## src/rtl/mem_port_arbiter.sv

```systemverilog
// ---------------------------------------------------------------------------
// mem_port_arbiter
//
// Shares one single-port synchronous RAM between the instruction-fetch
// requester (IF) and the data-memory requester (D). One transaction is in
// flight at a time: it is accepted in IDLE, issued to the RAM for one cycle
// (ISSUE), and waits MEM_LAT cycles for read data (WAIT). The response is a
// registered one-cycle pulse that lands in the first IDLE cycle afterwards.
//
// Handshake: a request transfers on any rising edge where valid and ready are
// both high. Ready is combinational from valid, the arbitration state and the
// FSM state, so a requester must never make valid depend on ready.
//
// Ports
//   clk, rst              clock, asynchronous active-low reset
//   if_req_valid/ready    IF read request handshake, address on if_addr
//   if_flush              drops the response of an in-flight IF transaction
//   if_rsp_valid/data     IF response pulse and fetched word
//   d_req_valid/ready     D request handshake; d_we, d_addr, d_wdata
//   d_rsp_valid/data      D response pulse (read data or write ack)
//   mem_en/we/addr/wdata  RAM command, live only during ISSUE
//   mem_rdata             RAM read data, valid MEM_LAT cycles after issue
//   busy                  high whenever the FSM is not in IDLE
//   dbg_state             FSM state for external observation
// ---------------------------------------------------------------------------
module mem_port_arbiter #(
  parameter int WIDTH   = 32,
  parameter int MEM_LAT = 1     // legal range 1..15
) (
  input  logic             clk,
  input  logic             rst,
  input  logic             if_req_valid,
  output logic             if_req_ready,
  input  logic [WIDTH-1:0] if_addr,
  input  logic             if_flush,
  output logic             if_rsp_valid,
  output logic [WIDTH-1:0] if_rsp_data,
  input  logic             d_req_valid,
  output logic             d_req_ready,
  input  logic             d_we,
  input  logic [WIDTH-1:0] d_addr,
  input  logic [WIDTH-1:0] d_wdata,
  output logic             d_rsp_valid,
  output logic [WIDTH-1:0] d_rsp_data,
  output logic             mem_en,
  output logic             mem_we,
  output logic [WIDTH-1:0] mem_addr,
  output logic [WIDTH-1:0] mem_wdata,
  input  logic [WIDTH-1:0] mem_rdata,
  output logic             busy,
  output logic [1:0]       dbg_state
);

  typedef enum logic [1:0] {
    S_IDLE  = 2'd0,
    S_ISSUE = 2'd1,
    S_WAIT  = 2'd2
  } state_t;

  localparam logic [3:0] LAT4 = 4'(MEM_LAT);

  state_t     state;
  state_t     state_nx;
  logic       last_grant_d;  // 0 = IF granted last, 1 = D granted last
  logic       owner_d;       // owner of the current transaction
  logic       we_r;
  logic       drop;
  logic [3:0] cnt;

  logic       grant_d;
  logic       grant_if;
  logic       handshake;
  logic       last_wait;
  logic       flush_hit;

  // Round robin only matters on conflict: a lone requester always wins.
  assign grant_d   = d_req_valid & (~if_req_valid | ~last_grant_d);
  assign grant_if  = if_req_valid & ~grant_d;
  assign handshake = (state == S_IDLE) & (grant_d | grant_if);
  assign last_wait = (state == S_WAIT) & (cnt == 4'd1);

  // A flush counts from the IF handshake cycle up to the final WAIT cycle of
  // an IF-owned transaction; outside that window IF owns nothing.
  assign flush_hit = if_flush &
                     (((state == S_IDLE) & grant_if) |
                      ((state != S_IDLE) & ~owner_d));

  assign busy      = (state != S_IDLE);
  assign dbg_state = state;

  // State register
  always_ff @(posedge clk or negedge rst) begin
    if (!rst) begin
      state <= S_IDLE;
    end else begin
      state <= state_nx;
    end
  end

  // Next state, ready and RAM strobes
  always_comb begin
    state_nx     = state;
    if_req_ready = 1'b0;
    d_req_ready  = 1'b0;
    mem_en       = 1'b0;
    mem_we       = 1'b0;
    case (state)
      S_IDLE: begin
        if_req_ready = grant_if;
        d_req_ready  = grant_d;
        if (grant_if | grant_d) state_nx = S_ISSUE;
      end
      S_ISSUE: begin
        mem_en   = 1'b1;
        mem_we   = we_r;
        state_nx = S_WAIT;
      end
      S_WAIT: begin
        if (cnt == 4'd1) state_nx = S_IDLE;
      end
      default: state_nx = S_IDLE;
    endcase
  end

  // Transaction registers, latency counter and response registers
  always_ff @(posedge clk or negedge rst) begin
    if (!rst) begin
      last_grant_d <= 1'b0;
      owner_d      <= 1'b0;
      we_r         <= 1'b0;
      drop         <= 1'b0;
      cnt          <= 4'd0;
      mem_addr     <= '0;
      mem_wdata    <= '0;
      if_rsp_valid <= 1'b0;
      if_rsp_data  <= '0;
      d_rsp_valid  <= 1'b0;
      d_rsp_data   <= '0;
    end else begin
      if_rsp_valid <= 1'b0;
      d_rsp_valid  <= 1'b0;

      // mem_addr/mem_wdata double as the request registers, so they simply
      // hold their last value outside ISSUE.
      if (handshake) begin
        owner_d      <= grant_d;
        last_grant_d <= grant_d;
        if (grant_d) begin
          mem_addr  <= d_addr;
          mem_wdata <= d_wdata;
          we_r      <= d_we;
        end else begin
          mem_addr  <= if_addr;
          we_r      <= 1'b0;
        end
      end

      if (state == S_ISSUE) begin
        cnt <= LAT4;
      end else if (state == S_WAIT) begin
        cnt <= cnt - 4'd1;
      end

      if (last_wait) begin
        if (owner_d) begin
          d_rsp_valid <= 1'b1;
          if (!we_r) d_rsp_data <= mem_rdata;
        end else if (!(drop | if_flush)) begin
          // A flush in the final WAIT cycle still has to suppress the
          // response, hence the direct look at if_flush here.
          if_rsp_valid <= 1'b1;
          if_rsp_data  <= mem_rdata;
        end
        drop <= 1'b0;
      end else if (flush_hit) begin
        drop <= 1'b1;
      end
    end
  end

endmodule
```

## config.mk

```make
export PLATFORM = sky130hd
export DESIGN_NAME = mem_port_arbiter
export DESIGN_NICKNAME = d
export VERILOG_FILES = /design/src/rtl/mem_port_arbiter.sv
export SDC_FILE = /design/constraint.sdc
export NUM_CORES = 1
export LEC_CHECK = 0
export ABC_AREA = 0
export CORE_UTILIZATION = 41
export DETAILED_ROUTE_END_ITERATION = 8
export PLACE_DENSITY = 0.8
export SKIP_LAST_GASP = 1
export SYNTH_ARGS = -nofsm -noshare
export SYNTH_HDL_FRONTEND = slang
export SYNTH_SLANG_ARGS = --single-unit
```

## constraint.sdc

```tcl
create_clock -name clk -period 2.55 [get_ports clk]
set_input_delay 0.51 -clock clk [delete_from_list [all_inputs] [get_ports clk]]
set_output_delay 0.51 -clock clk [all_outputs]
set_load 0.03 [all_outputs]
```

# --- Word-level counts from Yosys, hierarchy flattened ---
# Index checks and enable logic that the tools add are counted.
op_classes:
  n_mux: 18
  n_addsub: 1
  bitwise: 16
  n_reduce_logical: 8
  eq_ne: 5
ops:
  columns: ["cell", "n"]
  rows:
  - ["$mux W32", 1]
  - ["$mux W1", 12]
  - ["$mux W4", 2]
  - ["$and A1 B1 Y1", 7]
  - ["$pmux W2 S3", 1]
  - ["$reduce_and A3 Y1", 2]
  - ["$reduce_bool A2 Y1", 3]
  - ["$not A1 Y1", 5]
  - ["$eq A4 B1 Y1 const B", 1]
  - ["$mux W2", 2]
  - ["$or A1 B1 Y1", 4]
  - ["$reduce_and A2 Y1", 2]
  - ["$sub A4 B1 Y4 const B", 1]
  - ["$eq A2 B1 Y1 const B", 1]
  - ["$eq A2 B2 Y1 const B", 1]
  - ["$logic_not A2 Y1", 1]
  - ["$ne A2 B1 Y1 const B", 1]
  - ["$ne A2 B2 Y1 const B", 1]
word_totals:
  wordCells: 59
  output_inout_bits: 137
  in_bits: 134
  regBits: 139

# --- Logic depth before layout (Yosys ltp) ---
logic_depth:
  ltp_word: 10
  mapped_depth: 7
  ltp_nobuf: 5

# --- Worst setup path after synthesis ---
# No wires, ideal clock.
synth_timing:
  kind: "reg-to-output"
  start: "reg state[0] (netlist: dbg_state[0])"
  end: "out d_req_ready"
  t_required_ps: 2040
  stages_incl_launch_ff: 6
  t_arrival_ps: 1624
  path_buffers: 1
  setup_slack_ps: 416
  path_cell_list: "dfrtp_1 > inv_1 > ha_1 > nand2_1 > a21oi_1 > buf_2"
synth_between:
  elab_chain_len: 2
synth_rtl:
  columns: ["item", "line_no", "text"]
  rows:
  - ["start, declared", "62", "state_t state;"]
  - ["start signal, assigned", "96", "state <= state_nx;"]
  - ["$logic_not A2 Y1", "107", "case (state)"]
  - ["$mux W1", "107", null]
  - ["end, declared", "39", "output logic d_req_ready,"]
# Every way passes these cells.

# --- Worst setup path in the final report ---
layout_timing:
  start: "reg state[1] (netlist: dbg_state[1])"
  end: "out mem_en"
layout_between:
  elab_chain_len: 2
layout_rtl:
  columns: ["item", "line_no", "text"]
  rows:
  - ["$eq A2 B1 Y1", "107", null]
  - ["$mux W1", "107", null]
  - ["end, declared", "45", "output logic mem_en,"]
# Every way passes these cells.

==> impl_summary.md <==
Synth
The adder-cell share of the synthesized area is ~1.3%. The xor/xnor cell area share of the yosys netlist is 0%. For this run, the register share of the synthesized area comes to 60.6%. The flop and latch count out of synthesis is 139.

In this run the biggest area consumer among cell types represents just over 60% of the synthesized area. The cell area after synthesis is 5740 um2. The complex-gate fraction of the synthesized area is under 10%. During synthesis, Yosys emitted a total of 0 warnings. The post-synthesis share of cell area spent on and, or, nand and nor gates is under 10%. The net count after synthesis is 544. The library cell with the largest summed area after synthesis is sky130_fd_sc_hd__dfrtp_1. The number of different library cells used by synthesis comes to 27. The cell count after synthesis came out at 404.

After synthesis, the largest family of logic cells by area is multiplexers. The post-synthesis average cell area is 14.2 um2. After synthesis, the share of cell area in mux cells is 26.7%. By area the synthesized netlist is led by sky130_fd_sc_hd__dfrtp_1 (61%), sky130_fd_sc_hd__mux2_2 (13%), sky130_fd_sc_hd__mux2_4 (7.6%).

Drt
After detailed routing, the average wire length per cell comes to 16.9 um. The routed via count divided by cell count is 4.82. For this block, the via count after detailed routing is 4193. For this run, the detailed router's first-pass iteration total came to 4.

The final routed DRC violation total is 0. The number of nets still failing antenna checks after routing is 0. The wire length reported by the detailed router is between 10000 and 15000 um. The number of DRC violations after detailed-routing iteration 0 is 143.

Floorplanning
The die outline height is 120 um. After floorplanning, the core was divided into 42 placement rows. The initial cell density of the core is between 40% and 50%. The die extent in x is approximately 120 um. In this run the count of I/O pins placed on the die edge is 271.

The die covers 14500 um2. The floorplan step defined a core boundary enclosing 13500 um2.

Setup path
The signal arrival time at the worst endpoint is 1950 ps. Of all nets on the critical path, the largest fanout is 7. In this run the critical register-to-register path is captured at if_rsp_data[23]. The critical path runs through a total of 3 cells. The critical path goes through inv_1, ha_1, clkdlybuf4s50_1. The critical register-to-register path startpoint is dbg_state[0]. The worst setup path is of the register to output port kind. Together, buffers and inverters on the worst path number 2. The critical path data required time is 2040 ps.

The largest single stage delay on the critical path is approximately 740 ps. The slack of the worst reg-to-reg path is roughly 340 ps. The most critical setup path has its endpoint at mem_en. The most critical setup path has its startpoint at dbg_state[1]. Measured in cells, the most critical reg-to-reg path has a length of 6. The slowest stage of the critical path is the sky130_fd_sc_hd__clkdlybuf4s50_1 cell. The largest delay contributor family on the critical path is buffers and inverters. The worst setup path is launched from a register.

STA classifies the critical path endpoint as an output port.

Global routing
Entering global routing, the biggest net connects 65 pins. The overflow left after global routing is 0. The number of antenna violations at the first check in global routing was 0. The first-pass GRT wire length is 22900 um. The total global routing track utilization is 20.7%. The via count of the first global-routing pass came to 4429.

Finish
Leaving out fill and tap cells, the most frequent cells in the layout are sky130_fd_sc_hd__clkdlybuf4s50_1 (265), sky130_fd_sc_hd__dfrtp_1 (139), sky130_fd_sc_hd__mux2_2 (68). Of the cells placed in the final design, the portion with a size suffix greater than 1 is around a fifth. The share of the core filled with cells in the final layout is approximately 69%. The commonest non-fill, non-tap cell in the layout is sky130_fd_sc_hd__clkdlybuf4s50_1.

0 antenna diodes ended up in the layout. The layout net count is 823. The filler cell count is 996. The layout-stage area growth over the synthesis result is 61.1%.

Power and ir drop
For this design the static power due to leakage is 0.00410 uW. The worst-case IR drop observed on VDD is slightly above 0.6 mV. The power per standard cell area is 1360 nW/um2.

Timing
The final hold violation count was 0. Setup violations remaining at the end of the flow were counted as 0. The largest clock skew in the final design is 9.54 ps. In the final timing run, aggregate negative setup slack is 0 ps. The post-layout minimum cycle time is 2460 ps. The number of slew-limit violations in the final report is 0. The normalized max-slew margin is roughly three fifths. The portion of the clock cycle consumed by the worst path in the final layout is 96.4%. Timing would allow up to 0.407 GHz. The slew at the pin closest to its max-slew limit is 608 ps. Setup repair after global routing left no endpoint under its margin. After layout, the worst setup slack is 92.1 ps.

CTS
Clock-pin slew was measured on the worst setup and hold paths at 60 ps. The clock tree from TritonCTS is yes. The number of H-tree levels is 4. The maximum number of buffers from clock root to sink is 2. The worst-skew pair later-pin latency is 410 ps.

TritonCTS created 17 clock buffers. The count of buffers added by post-CTS timing repair for setup is 0. Counting every sink on the clock net gives 139. Clock tree synthesis selected as its root buffer the cell sky130_fd_sc_hd__clkbuf_16.

Flow run
Across the run, the number of max-cap violations was 0.

Run status
The flow ran to the end, and the final reports show no timing, DRC or antenna violations.

Placed design
Buffers placed on the I/O ports in this run total 270. Detailed placement finished with a half-perimeter wire length of 11000 um. OpenSTA, run right after detailed placement, puts the worst setup slack at 211 ps. At the end of routability-driven placement, the weighted congestion stood at 0.808.

Worst hold path
The worst hold path belongs to the class input port to asynchronous set/reset pin.
[metal layers]
layer  up-vias  share of wire, %  global-route usage [%]
met5         -                 0                       0
met4         0               2.6                    8.72
met3        29               6.2                    5.42
met2       165                53                    36.7
met1      2042                39                    23.7
li1       1957                 -                       -
[logic make-up (layout without fill, tap and decap cells)]
family | after synthesis | after routing
AND/OR/NAND/NOR | 54 | 54
buffers and inverters | 29 | 319
multiplexers | 130 | 130
AO/OA/AOI/OAI | 46 | 46
flip-flops | 139 | 139
adder cells (fa/ha/maj) | 6 | 6
[flip-flops by register name, summed over array words and instances, names as in the netlist]
signal / count
cnt: 4
d_rsp_data: 32
drop: 1
d_rsp_valid: 1
dbg_state: 2
mem_addr: 32
owner_d: 1
if_rsp_valid: 1
mem_wdata: 32
if_rsp_data: 32
we_r: 1
[layout make-up]
type,count,area (um2),share of cell area (%)
clock buffers,22,474,5.13
clock inverters,8,70.1,0.758
inverters,7,26.3,0.284
multi-input cells,236,2140,23.1
flip-flops and latches,139,3480,37.6
well taps,176,220,2.38
repair buffers,282,2840,30.7
[cell usage after synthesis, drive strengths merged]
master   count
nand2       40
a21boi       1
nor3         1
or3          1
or4          1
nor2         5
o21ai       39
a22o         2
and2         1
a22oi        1
clkbuf       8
mux2        98
nor2b        2
dfrtp      139
or3b         1
and2b        1
nand4bb      1
ha           6
mux2i       32
buf         14
inv          7
a21oi        2
a2bb2oi      1
[power by group]
part	total (uW)	switching, uW	internal, uW
Sequential	3860	605	3260
Combinational	6440	3480	2970
Clock	2270	876	1400
[through the flow]
stage                     power, uW  instances  hold slack (ps)  instance area [um2]
after floorplan                7470        404              214                 5740
after global placement        10200        840              460                 8700
after detailed placement      10400        840              470                 8700
after CTS                     12700        870              102                 9250
after global routing          13200        870              122                 9250
final                         12600        870             82.5                 9250
[worst min path at each step]
stage	start	to	slack [ps]
2_1_floorplan	rst	cnt[0]	210
5_1_grt	rst	d_rsp_data[23]	120
3_3_place_gp	mem_addr[10]	mem_addr[10]	460
6_report	rst	d_rsp_data[23]	80
3_5_place_dp	mem_addr[31]	mem_addr[31]	470
4_1_cts	rst	d_rsp_data[23]	100
[repair_timing]
action	in CTS	in global routing
setup endpoints to repair	1	1
cloned	0	0
hold buffers	0	0
gates resized for setup	1	1
(Power assumes the default switching activity.)
